<file path="src/rtl/i2f_pkg.sv">
// Shared float-format constants, the single-precision field layout and a
// constant-evaluable clog2 for the integer-to-float scheduler.
package i2f_pkg;

    localparam int FLT_W    = 32;
    localparam int EXP_W    = 8;
    localparam int MANT_W   = 23;
    localparam int EXP_BIAS = 127;

    typedef struct packed {
        logic              sign;
        logic [EXP_W-1:0]  exp;
        logic [MANT_W-1:0] mant;
    } flt_t;

    function automatic int clog2(input int n);
        int r;
        r = 0;
        for (int unsigned i = 0; i < 31; i++) begin
            if ((32'd1 << i) < n) r = int'(i) + 1;
        end
        return r;
    endfunction

endpackage

</file>
<file path="src/rtl/i2f_core.sv">
// Combinational 32-bit two's-complement to IEEE-754 single converter.
// Mantissa is truncated toward zero; there is no rounding.
module i2f_core
    import i2f_pkg::*;
(
    input  logic [FLT_W-1:0] int_in,
    output flt_t             flt_out
);

    logic [FLT_W-1:0] mag;
    logic [FLT_W-1:0] norm;
    logic [4:0]       msb;

    always_comb begin
        mag = int_in[FLT_W-1] ? (~int_in + 32'd1) : int_in;

        msb = '0;
        for (int unsigned i = 0; i < 32; i++) begin
            if (mag[i]) msb = i[4:0];
        end

        // Shift the leading one up to bit 31; the next 23 bits are the mantissa.
        norm = mag << (5'd31 - msb);

        flt_out = '0;
        if (int_in != '0) begin
            flt_out.sign = int_in[FLT_W-1];
            flt_out.exp  = EXP_W'(msb) + EXP_W'(EXP_BIAS);
            flt_out.mant = norm[FLT_W-2 -: MANT_W];
        end
    end

endmodule

</file>
<file path="src/rtl/i2f_rr_scheduler.sv">
// Round-robin scheduler sharing one int-to-float converter among NUM_REQ
// requesters; two-stage pipeline (operand latch, converted output register).
module i2f_rr_scheduler
    import i2f_pkg::*;
#(
    parameter int NUM_REQ = 4,
    parameter int ID_W    = 2
) (
    input  logic                     clk,
    input  logic                     rst,
    input  logic [NUM_REQ-1:0]       req_valid,
    input  logic [NUM_REQ*FLT_W-1:0] req_data,
    output logic [NUM_REQ-1:0]       req_ready,
    output logic                     out_valid,
    output logic [FLT_W-1:0]         out_data,
    output logic [ID_W-1:0]          out_id,
    input  logic                     out_ready
);

    localparam int          ID_W_REQ = (clog2(NUM_REQ) < 1) ? 1 : clog2(NUM_REQ);
    localparam int unsigned N        = NUM_REQ;

    generate
        if (ID_W != ID_W_REQ || NUM_REQ < 2 || NUM_REQ > 16) begin : g_bad_cfg
            $error("i2f_rr_scheduler: NUM_REQ must be 2..16 and ID_W must equal clog2(NUM_REQ)");
        end
    endgenerate

    logic [ID_W-1:0]  rr_ptr;
    logic             s1_valid;
    logic [FLT_W-1:0] s1_data;
    logic [ID_W-1:0]  s1_id;

    logic             s2_free;
    logic             s1_free;
    logic             grant_valid;
    logic [ID_W-1:0]  grant_idx;
    logic [FLT_W-1:0] grant_data;
    logic [ID_W-1:0]  rr_next;
    flt_t             conv;

    assign s2_free = !out_valid || out_ready;
    assign s1_free = !s1_valid || s2_free;

    // Search from rr_ptr upward, wrapping at NUM_REQ; first valid wins.
    always_comb begin
        int unsigned     cand;
        logic [ID_W-1:0] cand_idx;
        grant_valid = 1'b0;
        grant_idx   = '0;
        cand        = 0;
        cand_idx    = '0;
        if (s1_free && !rst) begin
            for (int unsigned off = 0; off < N; off++) begin
                cand = 32'(rr_ptr) + off;
                if (cand >= N) cand = cand - N;
                cand_idx = cand[ID_W-1:0];
                if (!grant_valid && req_valid[cand_idx]) begin
                    grant_valid = 1'b1;
                    grant_idx   = cand_idx;
                end
            end
        end
    end

    always_comb begin
        grant_data = '0;
        for (int unsigned k = 0; k < N; k++) begin
            if (grant_idx == ID_W'(k)) grant_data = req_data[k*FLT_W +: FLT_W];
        end
    end

    assign req_ready = grant_valid ? (NUM_REQ'(1) << grant_idx) : '0;
    assign rr_next   = (grant_idx == ID_W'(NUM_REQ - 1)) ? '0 : grant_idx + ID_W'(1);

    i2f_core u_core (
        .int_in  (s1_data),
        .flt_out (conv)
    );

    always_ff @(posedge clk) begin
        if (rst) begin
            rr_ptr    <= '0;
            s1_valid  <= 1'b0;
            s1_data   <= '0;
            s1_id     <= '0;
            out_valid <= 1'b0;
            out_data  <= '0;
            out_id    <= '0;
        end else begin
            if (grant_valid) rr_ptr <= rr_next;

            if (s2_free) begin
                out_valid <= s1_valid;
                if (s1_valid) begin
                    out_data <= conv;
                    out_id   <= s1_id;
                end
            end

            if (s1_free) begin
                s1_valid <= grant_valid;
                if (grant_valid) begin
                    s1_data <= grant_data;
                    s1_id   <= grant_idx;
                end
            end
        end
    end

endmodule

</file>
<file path="config.mk">
export PLATFORM = sky130hd
export DESIGN_NAME = i2f_rr_scheduler
export DESIGN_NICKNAME = d
export VERILOG_FILES = /design/src/rtl/i2f_pkg.sv /design/src/rtl/i2f_core.sv /design/src/rtl/i2f_rr_scheduler.sv
export SDC_FILE = /design/constraint.sdc
export NUM_CORES = 1
export LEC_CHECK = 0
export ABC_AREA = 1
export ABC_CLOCK_PERIOD_IN_PS = 7500
export BUFFER_PORTS_ARGS = -buffer_cell sky130_fd_sc_hd__buf_2
export CAP_MARGIN = 20
export CORE_ASPECT_RATIO = 0.6
export CORE_UTILIZATION = 45
export CTS_CLUSTER_SIZE = 10
export DETAILED_ROUTE_END_ITERATION = 10
export PLACE_DENSITY = 0.79
export SETUP_SLACK_MARGIN = 0.4
export SLEW_MARGIN = 40
export SYNTH_ARGS = -nofsm -noshare
export SYNTH_HDL_FRONTEND = slang
export SYNTH_SLANG_ARGS = --single-unit
</file>
<file path="constraint.sdc">
create_clock -name clk -period 7.5 [get_ports clk]
set_clock_uncertainty 0.15 [all_clocks]
set_input_delay 2.25 -clock clk [delete_from_list [all_inputs] [get_ports clk]]
set_output_delay 2.25 -clock clk [all_outputs]
set_load 0.005 [all_outputs]
</file>
* After elaboration in Yosys (flattened, before gate mapping)
Cells that the tools add are included.
Cells by class: multiplexer cells 68, shift-type cells 2, bitwise logic cells 1, add/subtract/negate cells 11, reduce and logical (&&, ||, !) cells 16, equal/unequal tests 3, order comparisons 8
Operators by type and width (number):
- two-way mux 32 bit | 6
- two-way mux 5 bit | 16
- two-way mux 4 bit | 9
- adder 32 x 1 -> 32 bit (second input constant) | 1
- two-way mux 2 bit | 16
- inverter 32 bit | 1
- nonzero test 32 bit | 1
- left shift 32 x 5 -> 31 bit | 1
- two-way mux 1 bit | 13
- < comparator 2 x 3 -> 1 bit (second input constant) | 4
- two-way mux 3 bit | 4
- greater-or-equal comparator 3 bit (second input constant) | 3
- adder 5 x 7 -> 8 bit (second input constant) | 1
- binary-select mux 1 bit (select 2 bit) | 4
- subtractor 2 x 1 -> 2 bit (second input constant) | 4
- adder 2 x 2 -> 3 bit (second input constant) | 2
- logical NOT 1 bit | 6
- subtractor 5 bit (first input constant) | 1
- equality test 2 bit (second input constant) | 2
- logical AND 1 bit | 4
- AND reduction 2 bit | 2
- left shift 1 x 2 -> 4 bit (first input constant) | 1
- adder 2 x 1 -> 3 bit (second input constant) | 1
- greater-or-equal comparator 2 x 3 -> 1 bit (second input constant) | 1
- other kinds (4) | 5
Word-level totals: bits in registers 72

* Longest topological paths before layout
Gate-level depths: netlist (run 1).
depth in word-level cells 37, depth in mapped cells 39

* Modules after synthesis
Synthesis (run 1) repeated with hierarchy kept, for this count alone.
Unflattened totals: cell total of the unflattened synthesis 1203, area total of the unflattened synthesis 7169.4 um2
Modules (own cells, without submodules):
- i2f_rr_scheduler | seq. area each 1441.4 um2, area each 4088.9 um2, cells an instance 571, times used 1
- i2f_core | seq. area each 0.0 um2, area each 3080.5 um2, cells an instance 632, times used 1

* Worst setup path after synthesis (run 1)
No wires, ideal clock.
path type input -> output, start input req_valid[0], end output req_ready[2], data required time 5100 ps, path slack 909 ps, arrival time 4191 ps, cell stages on the path 13, cell sequence or2_2 > o21ai_0 > nor2_1 > nor2_1 > nand3_1 > o311ai_0 > nand3_1 > inv_1 > ha_1 > clkbuf_1 > inv_1 > clkbuf_1 > nor2_1
Between the ends: cells in the longest elaborated chain, start to end 18, elaborated cells between the ends (all ways) 29
RTL lines:
- start: declaration | line i2f_rr_scheduler.sv:11 | input logic [NUM_REQ-1:0] req_valid,
- binary-select mux 1 bit (select 2 bit) | line i2f_rr_scheduler.sv:58 | if (!grant_valid && req_valid[cand_idx]) begin
- two-way mux 1 bit (implied by the code) | line i2f_rr_scheduler.sv:58
- two-way mux 1 bit | line i2f_rr_scheduler.sv:58
- two-way mux 1 bit | line i2f_rr_scheduler.sv:53 | if (s1_free && !rst) begin
- logical NOT 1 bit | line i2f_rr_scheduler.sv:58
- logical AND 1 bit | line i2f_rr_scheduler.sv:58
- two-way mux 1 bit | line i2f_rr_scheduler.sv:58
- two-way mux 1 bit | line i2f_rr_scheduler.sv:53
- [... 3 more ...]
- two-way mux 1 bit | line i2f_rr_scheduler.sv:53
- logical NOT 1 bit | line i2f_rr_scheduler.sv:58
- logical AND 1 bit | line i2f_rr_scheduler.sv:58
- two-way mux 2 bit * | line i2f_rr_scheduler.sv:58
- two-way mux 2 bit * | line i2f_rr_scheduler.sv:53
- via grant_idx[1] | line i2f_rr_scheduler.sv:37 | logic [ID_W-1:0] grant_idx;
- left shift 1 x 2 -> 4 bit * | line i2f_rr_scheduler.sv:73 | assign req_ready = grant_valid ? (NUM_REQ'(1) << grant_idx) : '0;
- two-way mux 4 bit * | line i2f_rr_scheduler.sv:73
- end: declaration | line i2f_rr_scheduler.sv:13 | output logic [NUM_REQ-1:0] req_ready,
The timed path passes the listed nets; every way through them passes the cells marked *. The select of a mux whose other input is x is not followed.

* Worst setup path after layout (run 1)
Same ends and word-level chain as after synthesis.

==> results of run 1 <==
## state kept, by name, indices dropped and copies added (netlist names)
register / flops
out_id: 2
s1_valid: 1
out_valid: 1
s1_id: 2
s1_data: 32
out_data: 32
rr_ptr: 2
## worst min-delay path: cells and delay by family (launching register included)
family / cells / cell delay (ns)
flops: 1 / 0.31
simple gates: 1 / 0.06
compound gates: 1 / 0.05
## what timing repair did
item / 4_1_cts / 5_1_grt
endpoints found under the hold margin: 0 / 0
endpoints found under the setup margin: 0 / 1
hold buffers: 0 / 0
## worst paths after layout
path,start,endpoint,slack [ns]
hold reg to reg,out_data[23],out_data[23],0.31
setup / recovery,req_valid[0],req_ready[2],0.63
setup reg to reg,s1_data[0],out_data[20],2.92
hold / removal,out_data[23],out_data[23],0.31
## layer usage
layer / up-vias / track usage, %
li1: 3852 / -
met1: 3602 / 43.2
met2: 409 / 42.7
met3: 16 / 6.01
met4: 0 / 5.64
met5: - / 0
## layout make-up
class                           count  area [µm²]  area share (%)
Multi-Input combinational cell    831        4360            57.3
Sequential cell                    72        1440            18.9
Timing Repair Buffer              182         933            12.2
Inverter                           88         344            4.51
Clock buffer                       11         243            3.18
Tap cell                          192         240            3.15
Clock inverter                      5        56.3           0.739
## cells by family (layout without fill, tap and decap cells)
logic type | Yosys count | after routing | synth area share [%]
xor gates and xnor gates | 21 | 21 | 3.19
buffers and inverters | 155 | 286 | 10.5
DFF | 72 | 72 | 22.3
AOI/OAI and AO/OA | 162 | 162 | 17.5
muxes | 3 | 3 | 0.464
and+or+nand+nor | 639 | 639 | 44.9
adders and majority gates | 6 | 6 | 1.16
## per-stage QoR
stage                     area [µm²]  hold slack [ns]  utilization, %  worst slack, ns
final                           7620            0.311            55.1            0.630
after global routing            7620            0.333            55.1            0.440
after CTS                       7620            0.313            55.1            0.618
after detailed placement        7320            0.304            52.9            0.635
after global placement          7320            0.303            52.9            0.782
after floorplan                 6480            0.279               -            0.909
## placed cells by master, fill, tap and decap left out, types with 6 or more instances in the layout
| master | n |
|---|---|
| dfxtp_1 | 72 |
| nand3b_1 | 8 |
| ha_1 | 6 |
| a221o_1 | 28 |
| clkbuf_16 | 9 |
| a31oi_1 | 33 |
| nand2_1 | 305 |
| nand2_2 | 11 |
| inv_1 | 72 |
| buf_2 | 173 |
| o211ai_1 | 29 |
| nor2_2 | 11 |
| buf_4 | 9 |
| o21ai_0 | 18 |
| a21oi_1 | 36 |
| nand3_1 | 206 |
| nor2_1 | 69 |
| xor2_1 | 13 |
| inv_2 | 9 |
==> run summary, run 1 <==
Relative max-transition margin = 49.9%
Final Hold Violating Endpoints = 0
Worst-skew pair later-pin latency = 0.34 ns
R2R depth = 26
HPWL after detailed placement = 16000 µm
Total Routing Usage GR = 29.1%
Clock slew at reported path FFs = 0.06 ns
Via count = 7879
Register area share after synthesis = 22.3%
EDFF count, synth = 0
Via density = 5.71
Root buffer cell = clkbuf_16
Critical Path RT = 5.10 ns
Avg Cell Area, Syn = 6.12 µm²
Met3 WL = 2210 µm
Unrepaired setup endpoints after global routing = no
ANT cells = 0
Dpl cells = 1365
DRC Markers = 0
Post_cts resized = 0
Fillcell total = 1413
Post CTS Setup Buffer Count = 0
Nets = 1325
CTS tree = done
First-pass GRT wire length = 34500 µm
Initial antenna violation count = 0
Slew Viols, Final = 0
Main synth FF type = dfxtp_1
Pin count of the biggest net entering global routing = 60
Max Cap Viol = 0
1st-iter DRT viols = 927
Cell Count, Final, Fillers Out = 1381
Cell taking the most area after synthesis = dfxtp_1
Hold Path Depth = 2
Fmax = 0.146 GHz
Final ANT Viol Nets = 0
CP Capture Type = output port
Uppermost routed layer = met4
CP Depth = 14
Die height = 94.9 µm
# H-tree levels = 3
Syn Std Cell Area = 6480 µm²
Crit-path max cell delay = 0.29 ns
CP Cell Sequence = buf_2, or2_2, o21ai_0, nor2_1, nor2_1, nand3_1, o311ai_0, nand3_1, inv_1, ha_1, inv_1, buf_4, nor2_1, buf_2
Core Area = 13800 µm²
Share of cells above drive strength 1 = 21.7%
CTS Buffer Depth = 2
Least-Margin Pin Slew = 0.750 ns
Worst Path Max Fanout = 33
WL per Instance = 15.2 µm
Worst hold path class = reg2reg
Initial core utilization = 46.8%
Cell count after synthesis = 1058
Outcome = finished, final reports clean
Worst path slowest cell = o311ai_0
TritonRoute pass-1 iters = 5
Die Wd = 157 µm
Critical path arrival = 4.47 ns
Post-synth net total = 1199
Critical path's top delay family = simple AND/OR/NAND/NOR gates
Layout area overhead = 17.7%
Setup TNS Final = 0 ns
Startpoint types = primary input
Commonest cells in the synthesized netlist = 306 x nand2_1, 206 x nand3_1, 72 x dfxtp_1, 72 x inv_1, 72 x nor2_1
Most frequent cell after synthesis = nand2_1
Minimum clock period after layout = 6.87 ns
I/O Pins = 174
CTS sink cnt = 72
Tcrit/Tclk final = 91.6%
Port Buffer Count = 173
Met2 WL = 8590 µm
Crit path top cell by count = nor2_1
Vias in the first global route = 6952
Synth top area cells = dfxtp_1 22%, nand2_1 18%, nand3_1 16%
Register bit total from synthesis = 72
Global placement routability congestion = 0.969
Num rows = 33
# setup viols final = 0
Asr flop ratio synth = 0%
Crit path kind = in2out
Count of different cell masters after synthesis = 54
Final WL = 20900 µm
Gr ovfl total = 0
Die area = 14900 µm²
Syn. warnings = 0
CP bufs+invs = 5
CTS buffer count = 9
Yosys top cell area share = 22.3%
Post-Route M1 WL = 9970 µm
Power of run 1 is not shown: default switching activity piles up to over one toggle a cycle in this logic, so the estimate is an artifact.
==> run 2, diff against run 1 <==
PLACE_DENSITY = default   (was 0.79)
PLACE_DENSITY_LB_ADDON = 0.3   (was default)
SETUP_SLACK_MARGIN = 0.05   (was 0.4)
==> run summary, run 2 (synthesized netlist as in run 1, its figures left out) <==
Area after DPL = 7330 µm² (was 7320 µm²)
Crit path top cell by count = nor2_1 (unchanged)
Max Cap Viol = 0 (unchanged)
I/O Pins = 174 (unchanged)
Initial antenna violation count = 1 (was 0)
Worst hold path class = reg2reg (unchanged)
Post-Route M1 WL = 10500 µm (was 9970 µm)
Total Routing Usage GR = 29.4% (was 29.1%)
Critical path's top delay family = simple AND/OR/NAND/NOR gates (unchanged)
Tcrit/Tclk final = 92.7% (was 91.6%)
Via count = 7820 (was 7879)
ANT cells = 0 (unchanged)
CTS tree = done (unchanged)
Die height = 94.9 µm (unchanged)
Hold Path End = out_data[0] (was out_data[23])
CTS Hold Bufs = 0 (unchanged)
CTS Buffer Depth = 2 (unchanged)
Unrepaired setup endpoints after global routing = no (unchanged)
Fmax = 0.144 GHz (was 0.146 GHz)
Final Hold Violating Endpoints = 0 (unchanged)
Final core occ = 55.0% (was 55.1%)
CTS sink cnt = 72 (unchanged)
Hold Path Depth = 2 (unchanged)
Fin Hold WS = 0.310 ns (was 0.311 ns)
Met3 WL = 2260 µm (was 2210 µm)
TritonRoute pass-1 iters = 6 (was 5)
Die area = 14900 µm² (unchanged)
Slew Viols, Final = 0 (unchanged)
CP bufs+invs = 5 (unchanged)
Crit-path max cell delay = 0.33 ns (was 0.29 ns)
Gr ovfl total = 0 (unchanged)
Share of cells above drive strength 1 = 21.8% (was 21.7%)
First-pass GRT wire length = 34800 µm (was 34500 µm)
Most common cell after layout, fill and taps aside = nand2_1 (unchanged)
CP Cell Sequence = buf_2, or2_2, o21ai_0, nor2_1, nor2_1, nand3_1, o311ai_0, nand3_1, inv_1, ha_1, inv_1, buf_4, nor2_1, buf_2 (unchanged)
Clock slew at reported path FFs = 0.06 ns (about the same)
Pin count of the biggest net entering global routing = 60 (unchanged)
R2R Setup Slk = 2.92 ns (about the same)
Min-delay src = out_data[0] (was out_data[23])
Post_cts resized = 0 (unchanged)
Vias in the first global route = 6872 (was 6952)
Reg-to-reg startpoint = s1_data[0] (unchanged)
Num rows = 33 (unchanged)
Relative max-transition margin = 50.6% (was 49.9%)
Post CTS Setup Buffer Count = 0 (unchanged)
Final ANT Viol Nets = 0 (unchanged)
Port Buffer Count = 173 (unchanged)
Uppermost routed layer = met4 (unchanged)
Core Area = 13800 µm² (unchanged)
Nets = 1326 (was 1325)
Initial core utilization = 46.8% (unchanged)
# H-tree levels = 3 (unchanged)
Finished Cell Area = 7610 µm² (was 7620 µm²)
Setup TNS Final = 0 ns (unchanged)
Worst Path Max Fanout = 33 (unchanged)
CTS buffer count = 9 (unchanged)
Most frequent cells in the layout = 305 x nand2_1, 206 x nand3_1, 173 x buf_2 (unchanged)
Die Wd = 157 µm (unchanged)
DRC Markers = 0 (unchanged)
Least-Margin Pin Slew = 0.738 ns (was 0.750 ns)
Met2 WL = 8360 µm (was 8590 µm)
WL per Instance = 15.5 µm (was 15.2 µm)
HPWL after detailed placement = 16200 µm (was 16000 µm)
Layout area overhead = 17.5% (was 17.7%)
Worst path slowest cell = o311ai_0 (unchanged)
Final WL = 21400 µm (was 20900 µm)
R2R depth = 25 (was 26)
Via density = 5.66 (was 5.71)
Crit path kind = in2out (unchanged)
Critical Path RT = 5.10 ns (about the same)
# setup viols final = 0 (unchanged)
Regs by FF count = out_data: 32 flops, s1_data: 32 flops (unchanged)
Outcome = finished, final reports clean (unchanged)
Critical R2R Capture = out_data[21] (was out_data[20])
Startpoint types = primary input (unchanged)
Worst-skew pair later-pin latency = 0.35 ns (was 0.34 ns)
Critical path arrival = 4.55 ns (was 4.47 ns)
Global placement routability congestion = 0.988 (was 0.969)
Minimum clock period after layout = 6.95 ns (was 6.87 ns)
CP Capture Type = output port (unchanged)
Root buffer cell = clkbuf_16 (unchanged)
1st-iter DRT viols = 929 (was 927)
run 2: cell count changes in the layout (fill, tap and decap cells not counted), sizes merged:
cell,previous run,this run
bufinv,1,0
buf,182,183
inv,82,85
clkinv,9,7
clkinvlp,1,3
clkbuf,11,9
run 2: area by class of cell:
type	count	area (µm²)
inverter	88	344
fill	1453	6220
tap	192	240
clock inverter	7	53.8
clock buffer	9	225
sequential	72	1440
multi-input combinational	831	4360
timing repair buffer	183	941
run 2: how the worst max path moves through the flow:
stage	slack, ns	to	depth (start not counted)	from
3_5_place_dp	0.60	req_ready[2]	14	req_valid[0]
2_1_floorplan	0.91	req_ready[2]	13	req_valid[0]
4_1_cts	0.59	req_ready[2]	14	req_valid[0]
5_1_grt	0.23	req_ready[2]	14	req_valid[0]
6_report	0.55	req_ready[2]	14	req_valid[0]
3_3_place_gp	0.79	req_ready[2]	14	req_valid[0]
run 2: through the flow:
stage / setup slack, ns / std cells
final: 0.545 / 1382
after global routing: 0.226 / 1382
after CTS: 0.588 / 1382
after detailed placement: 0.600 / 1366
after global placement: 0.786 / 1366
after floorplan: 0.909 / 1058
run 2: routing by layer:
layer / vias up / GRT usage, %
li1: 3854 / -
met1: 3570 / 44.1
met2: 373 / 42.2
met3: 23 / 6.38
met4: 0 / 5.56
met5: - / 0
run 2: tightest hold or removal path, cell delays in order, from the launching register on:
cell	delay (ns)
dfxtp_1	0.31
nand2_1	0.06
a21oi_1	0.05
Power of run 2 is left out for the same reason.
==> run 3, diff against run 2 <==
CORE_ASPECT_RATIO = default   (was 0.6)
SLEW_MARGIN = 25   (was 40)
==> run summary, run 3 (synthesized netlist as in run 1, its figures left out) <==
Final WL = 19400 µm (was 21400 µm)
Fmax = 0.147 GHz (was 0.144 GHz)
Post CTS Setup Buffer Count = 0 (unchanged)
CTS tree = done (unchanged)
Startpoint types = primary input (unchanged)
Num rows = 43 (was 33)
# H-tree levels = 3 (unchanged)
Port Buffer Count = 173 (unchanged)
CP Cell Sequence = buf_2, or2_2, o21ai_0, nor2_1, nor2_1, nand3_1, o311ai_0, nand3_1, inv_1, ha_1, inv_1, buf_4, nor2_1, buf_2 (unchanged)
Final Hold Violating Endpoints = 0 (unchanged)
Worst-skew pair later-pin latency = 0.34 ns (was 0.35 ns)
Slew Viols, Final = 0 (unchanged)
Gr ovfl total = 0 (unchanged)
Crit-path max cell delay = 0.31 ns (was 0.33 ns)
Share of cells above drive strength 1 = 21.6% (was 21.8%)
Clock slew at reported path FFs = 0.06 ns (about the same)
HPWL after detailed placement = 15000 µm (was 16200 µm)
Initial core utilization = 46.5% (was 46.8%)
Root buffer cell = clkbuf_16 (unchanged)
WL per Instance = 14.2 µm (was 15.5 µm)
I/O Pins = 174 (unchanged)
Total Routing Usage GR = 27.0% (was 29.4%)
Relative max-transition margin = 51.4% (was 50.6%)
Pin count of the biggest net entering global routing = 60 (unchanged)
Least-Margin Pin Slew = 0.726 ns (was 0.738 ns)
Critical path arrival = 4.40 ns (was 4.55 ns)
CP Capture Type = output port (unchanged)
Most common cell after layout, fill and taps aside = nand2_1 (unchanged)
1st-iter DRT viols = 652 (was 929)
Core Area = 13900 µm² (was 13800 µm²)
Critical Path RT = 5.10 ns (about the same)
Outcome = finished, final reports clean (unchanged)
Tcrit/Tclk final = 90.7% (was 92.7%)
Die height = 122 µm (was 94.9 µm)
Regs by FF count = out_data: 32 flops, s1_data: 32 flops (unchanged)
Worst hold path class = reg2reg (unchanged)
Worst Path Max Fanout = 33 (unchanged)
Max Cap Viol = 0 (unchanged)
Crit path top cell by count = nor2_1 (unchanged)
Final ANT Viol Nets = 0 (unchanged)
Via count = 7515 (was 7820)
Post_cts resized = 0 (unchanged)
# setup viols final = 0 (unchanged)
Layout area overhead = 17.0% (was 17.5%)
Via density = 5.50 (was 5.66)
Setup TNS Final = 0 ns (unchanged)
Die Wd = 122 µm (was 157 µm)
First-pass GRT wire length = 32300 µm (was 34800 µm)
Setup WS post-layout = 0.697 ns (was 0.545 ns)
CTS Hold Bufs = 0 (unchanged)
Nets = 1323 (was 1326)
CTS buffer count = 9 (unchanged)
Post-Route M1 WL = 8490 µm (was 10500 µm)
Dpl cells = 1351 (was 1366)
Most frequent cells in the layout = 305 x nand2_1, 206 x nand3_1, 173 x buf_2 (unchanged)
Unrepaired setup endpoints after global routing = no (unchanged)
Initial antenna violation count = 0 (was 1)
DRC Markers = 0 (unchanged)
Vias in the first global route = 6904 (was 6872)
CTS Buffer Depth = 2 (unchanged)
ANT cells = 0 (unchanged)
DP Worst Slack = 0.686 ns (was 0.600 ns)
Die area = 14900 µm² (about the same)
Worst path slowest cell = o311ai_0 (unchanged)
Uppermost routed layer = met4 (unchanged)
Crit path kind = in2out (unchanged)
Global placement routability congestion = 0.889 (was 0.988)
Met3 WL = 1140 µm (was 2260 µm)
R2R Setup Slk = 2.95 ns (was 2.92 ns)
TritonRoute pass-1 iters = 5 (was 6)
Minimum clock period after layout = 6.80 ns (was 6.95 ns)
CTS sink cnt = 72 (unchanged)
Fillcell total = 1510 (was 1453)
Cell Count, Final, Fillers Out = 1367 (was 1382)
Met2 WL = 9220 µm (was 8360 µm)
## run 3: cell count changes in the layout (fill, tap and decap cells not counted), sizes merged
cell	change
buf	-3
clkinv	+1
clkbuf	+1
inv	-2
## run 3: final timing paths
path                start      endpoint  cells after the start
max reg2reg    s1_data[0]  out_data[27]                     23
max          req_valid[0]  req_ready[2]                     14
min reg2reg   out_data[4]   out_data[4]                      2
min           out_data[4]   out_data[4]                      2
## run 3: area by class of cell
type / instances / area [µm²] / area share [%]
inverter: 88 / 344 / 4.54
clock inverter: 6 / 45.0 / 0.594
sequential: 72 / 1440 / 19.0
timing repair buffer: 180 / 918 / 12.1
clock buffer: 10 / 229 / 3.02
multi-input combinational: 831 / 4370 / 57.7
tap: 180 / 225 / 2.97
## run 3: critical path, delay by kind of cell
kind            cells  cell delay (ns)
fa+ha+maj           1             0.17
compound gates      2             0.41
buf+inv             5             0.61
simple gates        6             0.96
## run 3: per-layer routing
metal	vias to the layer above	track usage [%]
met1	3349	34.2
met4	0	10.8
met2	271	45.8
met3	46	3.70
li1	3849	-
met5	-	0
## run 3: per-stage QoR
step | hold WS (ns) | util, % | cell area, µm²
floorplan | 0.279 | - | 6480
detailed placement | 0.303 | 52.3 | 7290
finish | 0.310 | 54.4 | 7580
CTS | 0.313 | 54.3 | 7570
global route | 0.328 | 54.4 | 7580
global placement | 0.299 | 52.3 | 7290
Power of run 3 is left out for the same reason.
